===== config.mk =====
export PLATFORM = sky130hd
export DESIGN_NAME = number_to_seg6
export DESIGN_NICKNAME = d
export VERILOG_FILES = /design/src/rtl/number_to_seg6.sv
export SDC_FILE = /design/constraint.sdc
export NUM_CORES = 1
export LEC_CHECK = 0
export ABC_AREA = 1
export CAP_MARGIN = 5
export CORE_MARGIN = 2
export CORE_UTILIZATION = 55
export CTS_CLUSTER_SIZE = 30
export DETAILED_ROUTE_END_ITERATION = 12
export MAX_ROUTING_LAYER = met4
export PLACE_DENSITY_LB_ADDON = 0.1
export REMOVE_ABC_BUFFERS = 1
export SYNTH_ARGS = -nofsm -noshare
export SYNTH_HDL_FRONTEND = slang
export SYNTH_SLANG_ARGS = --single-unit

===== constraint.sdc =====
create_clock -name s_clk -period 2.6 [get_ports s_clk]
set_input_delay 0.26 -clock s_clk [delete_from_list [all_inputs] [get_ports s_clk]]
set_output_delay 0.26 -clock s_clk [all_outputs]
set_load 0.05 [all_outputs]

===== src/rtl/number_to_seg6.sv =====
// Converts a 20-bit binary value into six seven-segment bytes using a one-bit-per-clock
// double-dabble unit. seg_data changes only on the done edge.
module number_to_seg6 #(
  parameter bit SEG_ACTIVE_LOW = 1'b0
) (
  input  logic        s_clk,
  input  logic        s_reset,
  input  logic        start,
  input  logic [19:0] value,
  input  logic        blank_lz,
  input  logic [2:0]  dp_pos,
  output logic        busy,
  output logic        done,
  output logic        overflow,
  output logic [47:0] seg_data
);

  typedef enum logic [1:0] {IDLE, SHIFT, ENCODE} state_t;

  state_t      state, state_nxt;
  logic [19:0] bin_q;
  logic [23:0] bcd_q;
  logic [23:0] bcd_adj;
  logic [4:0]  cnt_q;
  logic        blank_q;
  logic [2:0]  dp_q;
  logic        ovf_q;
  logic [47:0] seg_word;

  function automatic logic [7:0] seg_of(input logic [3:0] d);
    case (d)
      4'd0:    seg_of = 8'h3F;
      4'd1:    seg_of = 8'h06;
      4'd2:    seg_of = 8'h5B;
      4'd3:    seg_of = 8'h4F;
      4'd4:    seg_of = 8'h66;
      4'd5:    seg_of = 8'h6D;
      4'd6:    seg_of = 8'h7D;
      4'd7:    seg_of = 8'h07;
      4'd8:    seg_of = 8'h7F;
      4'd9:    seg_of = 8'h6F;
      default: seg_of = 8'h00;
    endcase
  endfunction

  always_ff @(posedge s_clk) begin
    if (!s_reset) state <= IDLE;
    else          state <= state_nxt;
  end

  always_comb begin
    state_nxt = state;
    case (state)
      IDLE:    if (start) state_nxt = SHIFT;
      SHIFT:   if (cnt_q == 5'd1) state_nxt = ENCODE;
      ENCODE:  state_nxt = IDLE;
      default: state_nxt = IDLE;
    endcase
  end

  assign busy = (state != IDLE);

  // Capture / shift stage: working registers need no reset, IDLE reloads them
  always_ff @(posedge s_clk) begin
    if (state == IDLE && start) begin
      bin_q   <= value;
      blank_q <= blank_lz;
      dp_q    <= dp_pos;
      ovf_q   <= (value > 20'd999999);
      bcd_q   <= 24'h0;
      cnt_q   <= 5'd20;
    end else if (state == SHIFT) begin
      bcd_q <= {bcd_adj[22:0], bin_q[19]};
      bin_q <= {bin_q[18:0], 1'b0};
      cnt_q <= cnt_q - 5'd1;
    end
  end

  always_comb begin
    bcd_adj = bcd_q;
    for (int k = 0; k < 6; k++) begin
      if (bcd_q[4*k +: 4] >= 4'd5) bcd_adj[4*k +: 4] = bcd_q[4*k +: 4] + 4'd3;
    end
  end

  // Walk from the top digit down so the leading-zero run is known per digit
  always_comb begin
    logic       lead;
    logic       blank;
    logic       dp_on;
    logic [3:0] d;
    logic [7:0] pat;
    seg_word = 48'h0;
    lead     = 1'b1;
    dp_on    = (dp_q <= 3'd5);
    for (int k = 5; k >= 0; k--) begin
      d     = bcd_q[4*k +: 4];
      lead  = lead && (d == 4'd0);
      blank = blank_q && lead && (k != 0) && !(dp_on && (3'(k) <= dp_q));
      pat   = blank ? 8'h00 : seg_of(d);
      if (dp_on && (3'(k) == dp_q)) pat[7] = 1'b1;
      if (ovf_q) pat = 8'h40;
      seg_word[8*k +: 8] = pat;
    end
  end

  // Output stage: result registers are loaded only on the ENCODE edge
  always_ff @(posedge s_clk) begin
    if (!s_reset) begin
      done     <= 1'b0;
      overflow <= 1'b0;
      seg_data <= {48{SEG_ACTIVE_LOW}};
    end else begin
      done <= (state == ENCODE);
      if (state == ENCODE) begin
        seg_data <= seg_word ^ {48{SEG_ACTIVE_LOW}};
        overflow <= ovf_q;
      end
    end
  end

endmodule


# Word level (Yosys, flattened, before mapping)
# Memory sizes are Yosys's and may differ from the RTL's. A register that Yosys moved wholly into a read port is not among the register bits.
# Cells that the tools add are included.
# word_totals
ff_bits,106
latchBits,0
ramBits,0
rom_bits,672
input_bits,27
wordCells,127
mem_count,6
# op_classes
add_sub_neg,7
multipliers,0
div_mod_pow,0
n_lt_le_gt_ge,13
eq_ne,10
shifts,0
mux,40
n_bitwise,0
reduce_logical,41
# memory_table
name,words,word_bits,read_ports,rd_clocked_by_memory_dff,write_ports,line_no,text
(name not given),16,7,1,1,0,31,case (d)
(name not given),16,7,1,1,0,31,
(name not given),16,7,1,1,0,31,
(name not given),16,7,1,1,0,31,
(name not given),16,7,1,1,0,31,
(name not given),16,7,1,1,0,31,
# ops
cell,count
$mux W8,11
$mux W4,17
$mux W20,2
$logic_and A1 B1 Y1,26
$ge A4 B3 Y1 const B,6
$add A4 B2 Y4 const B,5
$gt A20 B20 Y1 const B,1
$logic_not A4 Y1,5
$eq A2 B3 Y1 const A,2
$eq A3 B3 Y1 const A,2
$le A2 B3 Y1 const A,2
$le A3 B3 Y1 const A,2
$mux W1,6
$eq A5 B1 Y1 const B,1
$logic_not A1 Y1,5
$sub A5 B1 Y5 const B,1
$mux W2,2
$ne A2 B2 Y1 const B,2
$pmux W2 S2,1
$reduce_bool A2 Y1,2
$add A3 B2 Y3 const B,1
$eq A1 B3 Y1 const A,1
$le A1 B3 Y1 const A,1
$le A3 B3 Y1 const B,1
other kinds (6),6

# Logic depth before layout (Yosys ltp)
# logic_depth
ltp_word,10
depth_mapped,16
depth_no_buf,16

# Worst setup path before layout
# OpenSTA, ideal clock, no wires.
# synth_timing
path_kind,reg-to-reg
startpoint,register state[1]
endpoint,register with a tool-made name
setup_ns,0.119
arrival_ns,1.701
t_required_ns,2.481
setup_slack_ns,0.780
stages_incl_launch_ff,13
path_buffers,1
path_cell_list,dfxtp_1 inv_2 nand3_4 nand2_4 inv_2 buf_6 nand2_1 nand2_1 inv_1 ha_1 nand3b_1 nand3_1 nand2_1
# synth_rtl
item,line_no,text
"start, declared",20,"state_t state, state_nxt;"
"start signal, assigned",48,else state <= state_nxt;

# Worst setup path in the final report
# layout_timing
startpoint,register state[1]
endpoint,output port busy
# layout_via
elab_chain_cells,1
# layout_lines
item,line_no,text
$reduce_bool A2 Y1,61,assign busy = (state != IDLE);
"end, declared",12,"output logic busy,"
# No other way between the ends.

==> impl_metrics.env <==
export IMPL_status="completed"
export IMPL_clockBufferDepth=2
export IMPL_grt_antenna_before_repair=0
export IMPL_area_growth_syn_to_layout_pct=21.24
export IMPL_vias_per_cell=4.915
export IMPL_hold_depth=1
export IMPL_ff2ff_path_depth=15
export IMPL_final_cells=1183
export IMPL_cp_depth=3
export IMPL_setup_viol_count_final=0
export IMPL_crit_path_start="state[1]"
export IMPL_post_dp_cell_area_um2=8058
export IMPL_rrSetupSlack_ns=0.56
export IMPL_required_ns=2.34
export IMPL_synth_top_cell_by_area="dfxtp_1"
export IMPL_slew_viol_final=0
export IMPL_syn_inst=916
export IMPL_max_freq_mhz=486.5
export IMPL_critPathBufInv=2
export IMPL_placedCellCount=1152
export IMPL_maxCapViolations=0
export IMPL_ys_types=35
export IMPL_grt_ovfl_total=0
export IMPL_min_period_ns=2.055
export IMPL_power_density_nw_per_um2=731.1
export IMPL_grtUsageTotal=0.2206
export IMPL_ios=78
export IMPL_power_leakage_nw=3.996
export IMPL_cts_resized_gates=0
export IMPL_grt_pass1_vias=5250
export IMPL_synth_top_cell_area_share=0.3461
export IMPL_drtIter0Drc=281
export IMPL_rsz0062_at_grt="no"
export IMPL_wl_met1_um=6820
export IMPL_clk_pin_slew_ns=0.06
export IMPL_finalClockSkew_ns=0.005626
export IMPL_cts_tree="yes"
export IMPL_place_ws_ns=0.3128
export IMPL_clk_latency_ns=0.42
export IMPL_grt_max_degree=47
export IMPL_htree_num_levels=4
export IMPL_crit_path_start_kind="flip-flop"
export IMPL_wl_met3_um=639
export IMPL_fin_setup_tns_ns=0
export IMPL_vias=5814
export IMPL_path_cells="inv_2 > nand2_1 > clkdlybuf4s50_1"
export IMPL_synth_seq_area_share=0.4516
export IMPL_finalHoldWorstSlack_ns=0.4305
export IMPL_syn_avg_cell_area_um2=7.768
export IMPL_dp_hpwl_um=10160
export IMPL_die_height_um=117.7
export IMPL_die_w_um=117.7
export IMPL_cts_buffers=17
export IMPL_core_rowCount=41
export IMPL_cts_root_buf="clkbuf_16"
export IMPL_slowest_delay_ns=0.80
export IMPL_gp_congestion=0.8970
export IMPL_finalInstanceArea_um2=8627
export IMPL_cts_sinks=148
export IMPL_top_layer="met4"
export IMPL_drcViolationCount=0
export IMPL_peakVddDrop_mv=0.4132
export IMPL_core_area_um2=12620
export IMPL_drive_gt1_frac=0.07913
export IMPL_wl_um=14250
export IMPL_dieArea_um2=13860
export IMPL_hp_class="primary input to flip-flop"
export IMPL_tightest_slew_ns=0.5257
export IMPL_grt_pass1_wl_um=24290
export IMPL_cp_max_fo=3
export IMPL_post_route_period_util=0.7905
export IMPL_worst_setup_path_end_kind="output port"
export IMPL_endpoint="busy"
export IMPL_max_slew_margin=0.6484
export IMPL_ys_ff_latch=148
export IMPL_ys_warn_count=0
export IMPL_hold_buffers=0
export IMPL_critPathKind="flip-flop to output port"
export IMPL_netlist_area_um2=7116
export IMPL_setup_ws_ns=0.5447
export IMPL_worstPathArrival_ns=1.80
export IMPL_portBuffers=77
export IMPL_r2r_start="bcd_q[0]"
export IMPL_wire_per_inst_um=12.04
export IMPL_ant_nets=0
export IMPL_dr_wl_met2_um=6562
export IMPL_drt_pass1_iter_count=5
export IMPL_postCtsSetupBuffers=0
export IMPL_start_util=0.5639
export IMPL_synth_area_top_cells="dfxtp_1 (35%), nand2_1 (17%), edfxtp_1 (11%), ha_1 (9.7%), nand3_1 (5.9%)"
export IMPL_nets=1081
export IMPL_hold_viol=0
export IMPL_slowest_stage="clkdlybuf4s50_1"
export IMPL_cpLargestDelayFamily="buffers and inverters"
export IMPL_antenna_cells=0
worst register-to-register path: cells and delay by family (launching register included):
| kind | cells | cell delay [ns] |
|---|---|---|
| adder cells (fa/ha/maj) | 2 | 0.56 |
| flip-flops | 1 | 0.33 |
| buffers and inverters | 2 | 0.19 |
| AND/OR/NAND/NOR | 11 | 0.86 |
kinds of logic (layout without fill, tap and decap cells):
| family | after synthesis | in the layout | share of synthesized area |
|---|---|---|---|
| AND/OR/NAND/NOR | 489 | 489 | 0.3047 |
| flip-flops | 148 | 148 | 0.4516 |
| buffers and inverters | 131 | 226 | 0.07385 |
| AO/OA/AOI/OAI | 93 | 93 | 0.07315 |
| adder cells (fa/ha/maj) | 55 | 55 | 0.09671 |
synth_stat cells (all sizes together):
master	count
nand2	337
dfxtp	123
inv	109
nand3	90
a21oi	60
ha	55
nor2	33
edfxtp	25
o21ai	23
buf	13
nand3b	13
clkbuf	9
nand4	8
nor3	7
o22ai	3
a22oi	2
a31oi	1
nor4	1
o2111ai	1
o211ai	1
o221a	1
o31ai	1
how the worst min path moves through the flow:
stage               slack, ns           end      start
global route             0.42       blank_q   blank_lz
global placement         0.43  seg_data[43]  flip-flop
CTS                      0.42       blank_q   blank_lz
floorplan                0.36       blank_q   blank_lz
finish                   0.43       dp_q[2]  dp_pos[2]
detailed placement       0.43  seg_data[42]  flip-flop
stage by stage:
step	power, W	utilization
after global routing	0.006679	0.6836
after detailed placement	0.004018	0.6385
final	0.006307	0.6836
after CTS	0.006350	0.6836
after floorplan	0.003718	-
after global placement	0.003995	0.6385
report_power, final:
part / total [W] / internal, W / switching [W]
Clock: 0.00233 / 0.00147 / 0.000858
Combinational: 0.00118 / 0.000420 / 0.000756
Sequential: 0.00280 / 0.00266 / 0.000136
Total: 0.00631 / 0.00456 / 0.00175
layout make-up:
| type | count | area, um2 |
|---|---|---|
| multi-input combinational | 637 | 3377 |
| sequential | 148 | 3213 |
| clock buffer | 28 | 529.3 |
| timing repair buffer | 86 | 838.3 |
| fill | 1114 | 3993 |
| tap | 172 | 215.2 |
| clock inverter | 3 | 40.04 |
| inverter | 109 | 414.1 |
layer usage:
layer / track usage / up-vias
met1: 0.2768 / 2598
met2: 0.3557 / 111
li1: - / 3086
met4: 0.07530 / 0
met3: 0.04554 / 19
met5: - / -
layout by cell type, fill, tap and decap left out, types with 2 or more instances in the layout:
cell	Yosys	layout
nand2_1	325	325
dfxtp_1	123	123
inv_1	92	92
nand3_1	84	84
clkdlybuf4s50_1	0	77
ha_1	55	55
a21oi_1	54	54
nor2_1	28	28
edfxtp_1	25	25
o21ai_0	23	23
clkbuf_16	0	19
inv_2	15	15
nand3b_1	13	13
nand2_4	9	9
buf_4	3	9
nand4_1	8	8
nor3_1	7	7
clkbuf_1	9	7
a21oi_2	5	5
nand3_2	5	5
nor2_4	3	3
o22ai_1	3	3
nand2_2	3	3
inv_4	2	2
nor2_2	2	2
a22oi_1	2	2
clkinv_2	0	2
clkbuf_8	0	2
(Power assumes the default switching activity.)
